## config.mk

```make
export PLATFORM = sky130hd
export DESIGN_NAME = up_dwn_cnt_prm
export DESIGN_NICKNAME = d
export VERILOG_FILES = /design/src/rtl/up_dwn_cnt_prm.sv
export SDC_FILE = /design/constraint.sdc
export NUM_CORES = 1
export LEC_CHECK = 0
export BUFFER_PORTS_ARGS = -buffer_cell sky130_fd_sc_hd__buf_4
export CORE_AREA = 3 3 40 42
export CTS_CLUSTER_SIZE = 25
export DETAILED_ROUTE_END_ITERATION = 7
export DIE_AREA = 0 0 43 45
export PLACE_DENSITY = 0.54
export SLEW_MARGIN = 15
export SYNTH_ARGS = -nofsm -noshare
export SYNTH_HDL_FRONTEND = slang
export SYNTH_SLANG_ARGS = --single-unit
export TNS_END_PERCENT = 1
```

## constraint.sdc

```tcl
create_clock -name clk -period 1.85 [get_ports clk]
set_clock_uncertainty 0.05 [all_clocks]
set_input_delay 0.2775 -clock clk [delete_from_list [all_inputs] [get_ports clk]]
set_output_delay 0.2775 -clock clk [all_outputs]
set_load 0.005 [all_outputs]
```

## src/rtl/up_dwn_cnt_prm.sv

```systemverilog
// Parametrised up/down counter with wrap/saturate modes, prescaled enable, clear and load.
// Latency: one cycle from a sampled tick/load/clear to cnt, ovf and unf. No backpressure: it is a free-running primitive.
module up_dwn_cnt_prm #(
    parameter int WIDTH = 4,
    parameter int MOD   = 16,
    parameter bit SAT   = 1'b0,
    parameter int DIV   = 1
) (
    input  logic             clk,
    input  logic             rst_n,
    input  logic             en,
    input  logic             dwn,
    input  logic             clr,
    input  logic             ld,
    input  logic [WIDTH-1:0] ld_val,
    output logic [WIDTH-1:0] cnt,
    output logic             ovf,
    output logic             unf,
    output logic             at_max,
    output logic             at_min
);

    // One extra bit keeps MOD-1 and the clamp compare exact when MOD == 2^WIDTH.
    localparam int            W1  = WIDTH + 1;
    localparam logic [W1-1:0] TOP = W1'(MOD - 1);

    logic             tick;
    logic [W1-1:0]    cnt_x;
    logic [W1-1:0]    ld_x;
    logic [WIDTH-1:0] cnt_nxt;
    logic             ovf_nxt;
    logic             unf_nxt;

    assign cnt_x  = {1'b0, cnt};
    assign ld_x   = {1'b0, ld_val};
    assign at_max = (cnt_x == TOP);
    assign at_min = (cnt_x == '0);

    generate
        if (DIV > 1) begin : g_pre
            localparam int PW = $clog2(DIV);
            logic [PW-1:0] pre;

            assign tick = en && (pre == PW'(DIV - 1));

            always_ff @(posedge clk or negedge rst_n) begin
                if (!rst_n) begin
                    pre <= '0;
                end else if (clr || ld) begin
                    pre <= '0;
                end else if (en) begin
                    pre <= tick ? '0 : pre + PW'(1);
                end
            end
        end else begin : g_no_pre
            assign tick = en;
        end
    endgenerate

    always_comb begin
        cnt_nxt = cnt;
        ovf_nxt = 1'b0;
        unf_nxt = 1'b0;
        if (clr) begin
            cnt_nxt = '0;
        end else if (ld) begin
            cnt_nxt = (ld_x <= TOP) ? ld_val : WIDTH'(TOP);
        end else if (tick) begin
            if (!dwn) begin
                if (cnt_x < TOP) begin
                    cnt_nxt = WIDTH'(cnt_x + W1'(1));
                end else begin
                    ovf_nxt = 1'b1;
                    cnt_nxt = SAT ? cnt : '0;
                end
            end else begin
                if (cnt_x != '0) begin
                    cnt_nxt = WIDTH'(cnt_x - W1'(1));
                end else begin
                    unf_nxt = 1'b1;
                    cnt_nxt = SAT ? cnt : WIDTH'(TOP);
                end
            end
        end
    end

    always_ff @(posedge clk or negedge rst_n) begin
        if (!rst_n) begin
            cnt <= '0;
            ovf <= 1'b0;
            unf <= 1'b0;
        end else begin
            cnt <= cnt_nxt;
            ovf <= ovf_nxt;
            unf <= unf_nxt;
        end
    end

endmodule
```

Word-level counts from Yosys, hierarchy flattened
Index checks and enable logic that the tools add are counted.
{"block": "word_totals", "reg_bits": 6, "latchBits": 0, "ram_bits": 0, "romBits": 0, "in_bits": 10, "output_inout_bits": 8, "wordCells": 28, "memories": 0}
{"block": "op_classes", "n_addsub": 2, "mul": 0, "n_div": 0, "n_lt_le_gt_ge": 2, "eq_ne": 1, "shifts": 0, "n_mux": 17, "n_bitwise": 0, "n_reduce_logical": 3}
{"operator": "4-bit 2-to-1 mux", "count": 7}
{"operator": "1-bit 2-to-1 mux", "count": 10}
{"operator": "5-bit zero test", "count": 1}
{"operator": "5-bit nonzero test", "count": 1}
{"operator": "4-bit by 1-bit adder with 4-bit output (second input constant)", "count": 1}
{"operator": "4-bit == test (second input constant)", "count": 1}
{"operator": "4-bit less-or-equal comparator (second input constant)", "count": 1}
{"operator": "4-bit < comparator (second input constant)", "count": 1}
{"operator": "4-bit by 1-bit subtractor with 4-bit output (second input constant)", "count": 1}
{"operator": "3-bit nonzero test", "count": 1}

Logic depth before layout (Yosys ltp)
{"block": "depth", "depth_word": 6, "depth_mapped": 6, "depth_no_buf": 6}

Worst setup path before layout
No wires, ideal clock.
{"block": "synth_path", "kind": "register to register", "start": "register cnt[0]", "end": "register cnt[0]", "t_arrival_ps": 1271, "required_ps": 1679, "setup_slack_ps": 408, "stages_incl_launch_ff": 7, "path_cell_list": "dfrtp_1 -> inv_1 -> ha_1 -> nor3b_1 -> a21oi_1 -> o21ai_1 -> a22o_1"}
{"block": "synth_via", "elab_chain_len": 6, "elab_cells_between_ends": 10}
{"element": "start: declaration", "line": "16", "text": "output logic [WIDTH-1:0] cnt,"}
{"element": "start signal: assignment", "line": "93", "text": "cnt <= cnt_nxt;"}
{"element": "4-bit by 1-bit adder with 4-bit output (tied with other cells)", "line": "71", "text": "cnt_nxt = WIDTH'(cnt_x + W1'(1));"}
{"element": "4-bit 2-to-1 mux (on tied branches)", "line": "70, 77"}
{"element": "4-bit 2-to-1 mux *", "line": "69", "text": "if (!dwn) begin"}
{"element": "4-bit 2-to-1 mux *", "line": "68", "text": "end else if (tick) begin"}
{"element": "4-bit 2-to-1 mux *", "line": "66", "text": "end else if (ld) begin"}
{"element": "4-bit 2-to-1 mux *", "line": "64", "text": "if (clr) begin"}
Mark *: on every way between the ends. The rest lies on a longest branch, timed or not. The select of a mux whose other input is x is not followed.
A chain may end at the register's enable or synchronous reset.

Final worst setup path
{"block": "layout_path", "start": "register cnt[0]", "end": "output port at_min"}
{"block": "layout_via", "elab_chain_len": 1}
{"element": "5-bit zero test", "line": "37", "text": "assign at_min = (cnt_x == '0);"}
{"element": "end: declaration", "line": "20", "text": "output logic at_min"}
No other way between the ends.

==> metrics.md <==
| Metric | Value |
|---|---|
| Status | finished, final reports clean |
| Initial Utilization | 33.5% |
| Leakage power | 0.297 nW |
| Largest net degree at the start of global routing | 13 |
| Top post-synthesis cells by area | dfrtp_1 (35%), a21oi_1 (7.0%), nor2_1 (7.0%), ha_1 (5.8%), xnor2_1 (4.1%) |
| Initial antenna violation count | 0 |
| Hold Fails Final Rpt | 0 |
| Die Height | 45 microns |
| Post-Synth Adder-Cell Area | 5.81% |
| Compound-Gate Fraction of Synth Area | 21.8% |
| Reg power frac | 41.1% |
| CTS buffer count | 3 |
| # nets final | 83 |
| DP Cell Count | 80 |
| H-tree depth | 1 |
| Finished Cell Area | 599 sq um |
| Maximum vdd drop | 0.287 mV |
| # port buffers | 17 |
| Power after layout | 0.379 mW |
| EDFF count, synth | 0 |
| Critical Path Slowest Stage Cell | dfrtp_1 |
| Final RePlAce weighted congestion | 0.771 |
| Rel. slew slack | 80.2% |
| Clk root buf | clkbuf_4 |
| Antenna diode instance count | 0 |
| Synth Area in Simple Gates | 23.0% |
| Slew Viols, Final | 0 |
| Reg2reg setup slack | 0.31 ns |
| Setup_tns | 0 ns |
| Slack of the critical path | 0.138 ns |
| Clk sinks | 6 |
| First-pass GRT wire length | 1.89 mm |
| Crit Path Max Fanout | 9 |
| Final period util | 92.5% |
| Dpl ws | 0.289 ns |
| RSZ-0062 raised after global routing | no |
| TritonCTS clock tree | built |
| DR vias | 427 |
| Period minus WS final | 1.71 ns |
| Reg-to-reg critical path startpoint | cnt[0]$_DFFE_PN0P_ |
| Finished Layout Cells | 84 |
| Detailed Route WL | 1.09 mm |
| Logic gate share of total power | 26.6% |
| Layout cells sized above 1 | 34.8% |
| Die Width | 43 microns |
| Mapped cell area | 430 sq um |
| Crit-path max cell delay | 0.46 ns |
| Flops & latches, synth | 6 |
| Antenna-violating nets left | 0 |
| Sw Ratio | 28.9% |
| Post-Place Cell Area | 562 sq um |
| Largest family of logic cells by synthesized area | simple AND/OR/NAND/NOR gates |
| DRC | 0 |
| NetSw | 0.109 mW |
| Dpl hpwl | 787 microns |
| Launch point of the critical path | cnt[0]$_DFFE_PN0P_ |
| Worst Setup EP | at_min |
| Ys async rst share | 100% |
| Clk network pwr share | 32.3% |
| Syn_nets | 62 |
| Register area share after synthesis | 34.9% |
| Area leader, netlist | dfrtp_1 |
| Syn Area/Cell | 8.61 sq um |
| Avg Vias per Cell | 5.08 |
| Total I/O pin count | 18 |
| Die Area | 1940 sq um |
| Synth-to-layout area growth | 39.2% |
| Yosys cell types | 26 |
| WP buf/inv | 2 |
| DR WL/cell | 13.0 microns |
| Max Cap Viol | 0 |
| Multiplexer share of the synthesized area | 3.49% |
| WP depth | 4 |
| Synth warnings | 0 |
| CP Data Arrival Time | 1.38 ns |
| CP top delay family | flip-flops |
| Yosys top cell area share | 34.9% |
| Fin Hold WS | 0.182 ns |
| 1st-iter DRT viols | 10 |
| Critical Path RT | 1.52 ns |
| Finished Core Util | 46.6% |
| Grt ovf | 0 |
| Post-synthesis xor/xnor area fraction | 4.07% |
| Hold Startpoint | clr |
| Crit Path Category | register to output port |
| Area of the core | 1280 sq um |
| Std-Cell Rows | 13 |
| F_max | 0.584 GHz |
| First-pass DRT Iterations | 4 |
| Hold WC Path Type | primary input to register |
| Register clock-pin slew on the reported worst setup and hold paths | 0.05 ns |
| # setup viols final | 0 |
| Synth Flop Type | dfrtp_1 |
| Reg2Reg Depth | 6 |
| Bufs on Longest Clock Path | 2 |
| Worst-path cell chain | inv_1, ha_1, nor3b_2, buf_4 |
| PwrDens | 633 nW/um^2 |
| R2R Path End | cnt[0]$_DFFE_PN0P_ |
| Tightest Pin Transition | 0.296 ns |
| Vias in the first global route | 403 |
| Int Power | 0.270 mW |
| Gr usage total | 13.9% |
| Clock Latency Late Sink | 0.25 ns |
| Worst setup SP type | register |
| Critical path capture point type | output port |
| Post-Syn Instances | 50 |
-- logic make-up after synthesis --
| logic type | count (synthesis) |
|---|---|
| DFF | 6 |
| adders and majority gates | 2 |
| AOI/OAI and AO/OA | 15 |
| muxes | 1 |
| xor gates and xnor gates | 2 |
| and+or+nand+nor | 18 |
| buffers and inverters | 6 |
-- cells in the final DEF, fill, tap and decap left out, drive strengths merged, types with 2 or more instances in the layout --
cell type and instances:
a21oi 6, inv 4, and3 2, clkbuf 3, buf 17, ha 2
nor2 8, dfrtp 6, xnor2 2, o21ai 3
-- registers in the layout (all words and copies together), names as in the netlist --
name  flops
unf       1
cnt       4
ovf       1
-- power groups by stage --
| stage | clock [mW] | combinational [mW] | sequential (mW) |
|---|---|---|---|
| floorplan | 0 | 0.0539 | 0.154 |
| global placement | 0 | 0.0986 | 0.157 |
| detailed placement | 0 | 0.0977 | 0.157 |
| CTS | 0.126 | 0.100 | 0.155 |
| global route | 0.135 | 0.114 | 0.158 |
| finish | 0.122 | 0.101 | 0.156 |
-- cell usage after synthesis (all sizes together), types with 2 or more instances --
library cell  count
nor2              8
a21oi             6
dfrtp             6
inv               4
o21ai             3
and3              2
ha                2
xnor2             2
-- timing repair --
item                                    CTS  global route
resized for setup                         0             1
endpoints found under the hold margin     6             0
setup buffers                             0             0
endpoints found under the setup margin    0             1
hold buffers                              1             0
-- cell type report --
type / count / area, sq um
inverters: 4 / 15.0
clock buffers: 3 / 22.5
flip-flops and latches: 6 / 150
multi-input cells: 38 / 255
repair buffers: 18 / 138
well taps: 15 / 18.8
fillers: 130 / 686
-- routing by layer --
layer / GRT usage [%] / up-vias / share of wire [%]
li1: - / 218 / -
met1: 17.7 / 187 / 48
met2: 19.5 / 20 / 41
met3: 5.58 / 2 / 9.5
met4: 9.04 / 0 / 1.5
met5: 0 / - / 0
-- worst min path at each step --
stage,endpoint,slack (ns),cells past startpoint
6_report,cnt[1]$_DFFE_PN0P_,0.18,2
4_1_cts,cnt[1]$_DFFE_PN0P_,0.18,2
3_3_place_gp,cnt[3]$_DFFE_PN0P_,0.04,1
5_1_grt,cnt[1]$_DFFE_PN0P_,0.20,2
2_1_floorplan,cnt[0]$_DFFE_PN0P_,-0.07,0
3_5_place_dp,cnt[3]$_DFFE_PN0P_,0.04,1
Note: power is estimated with default switching activity, not from simulation.
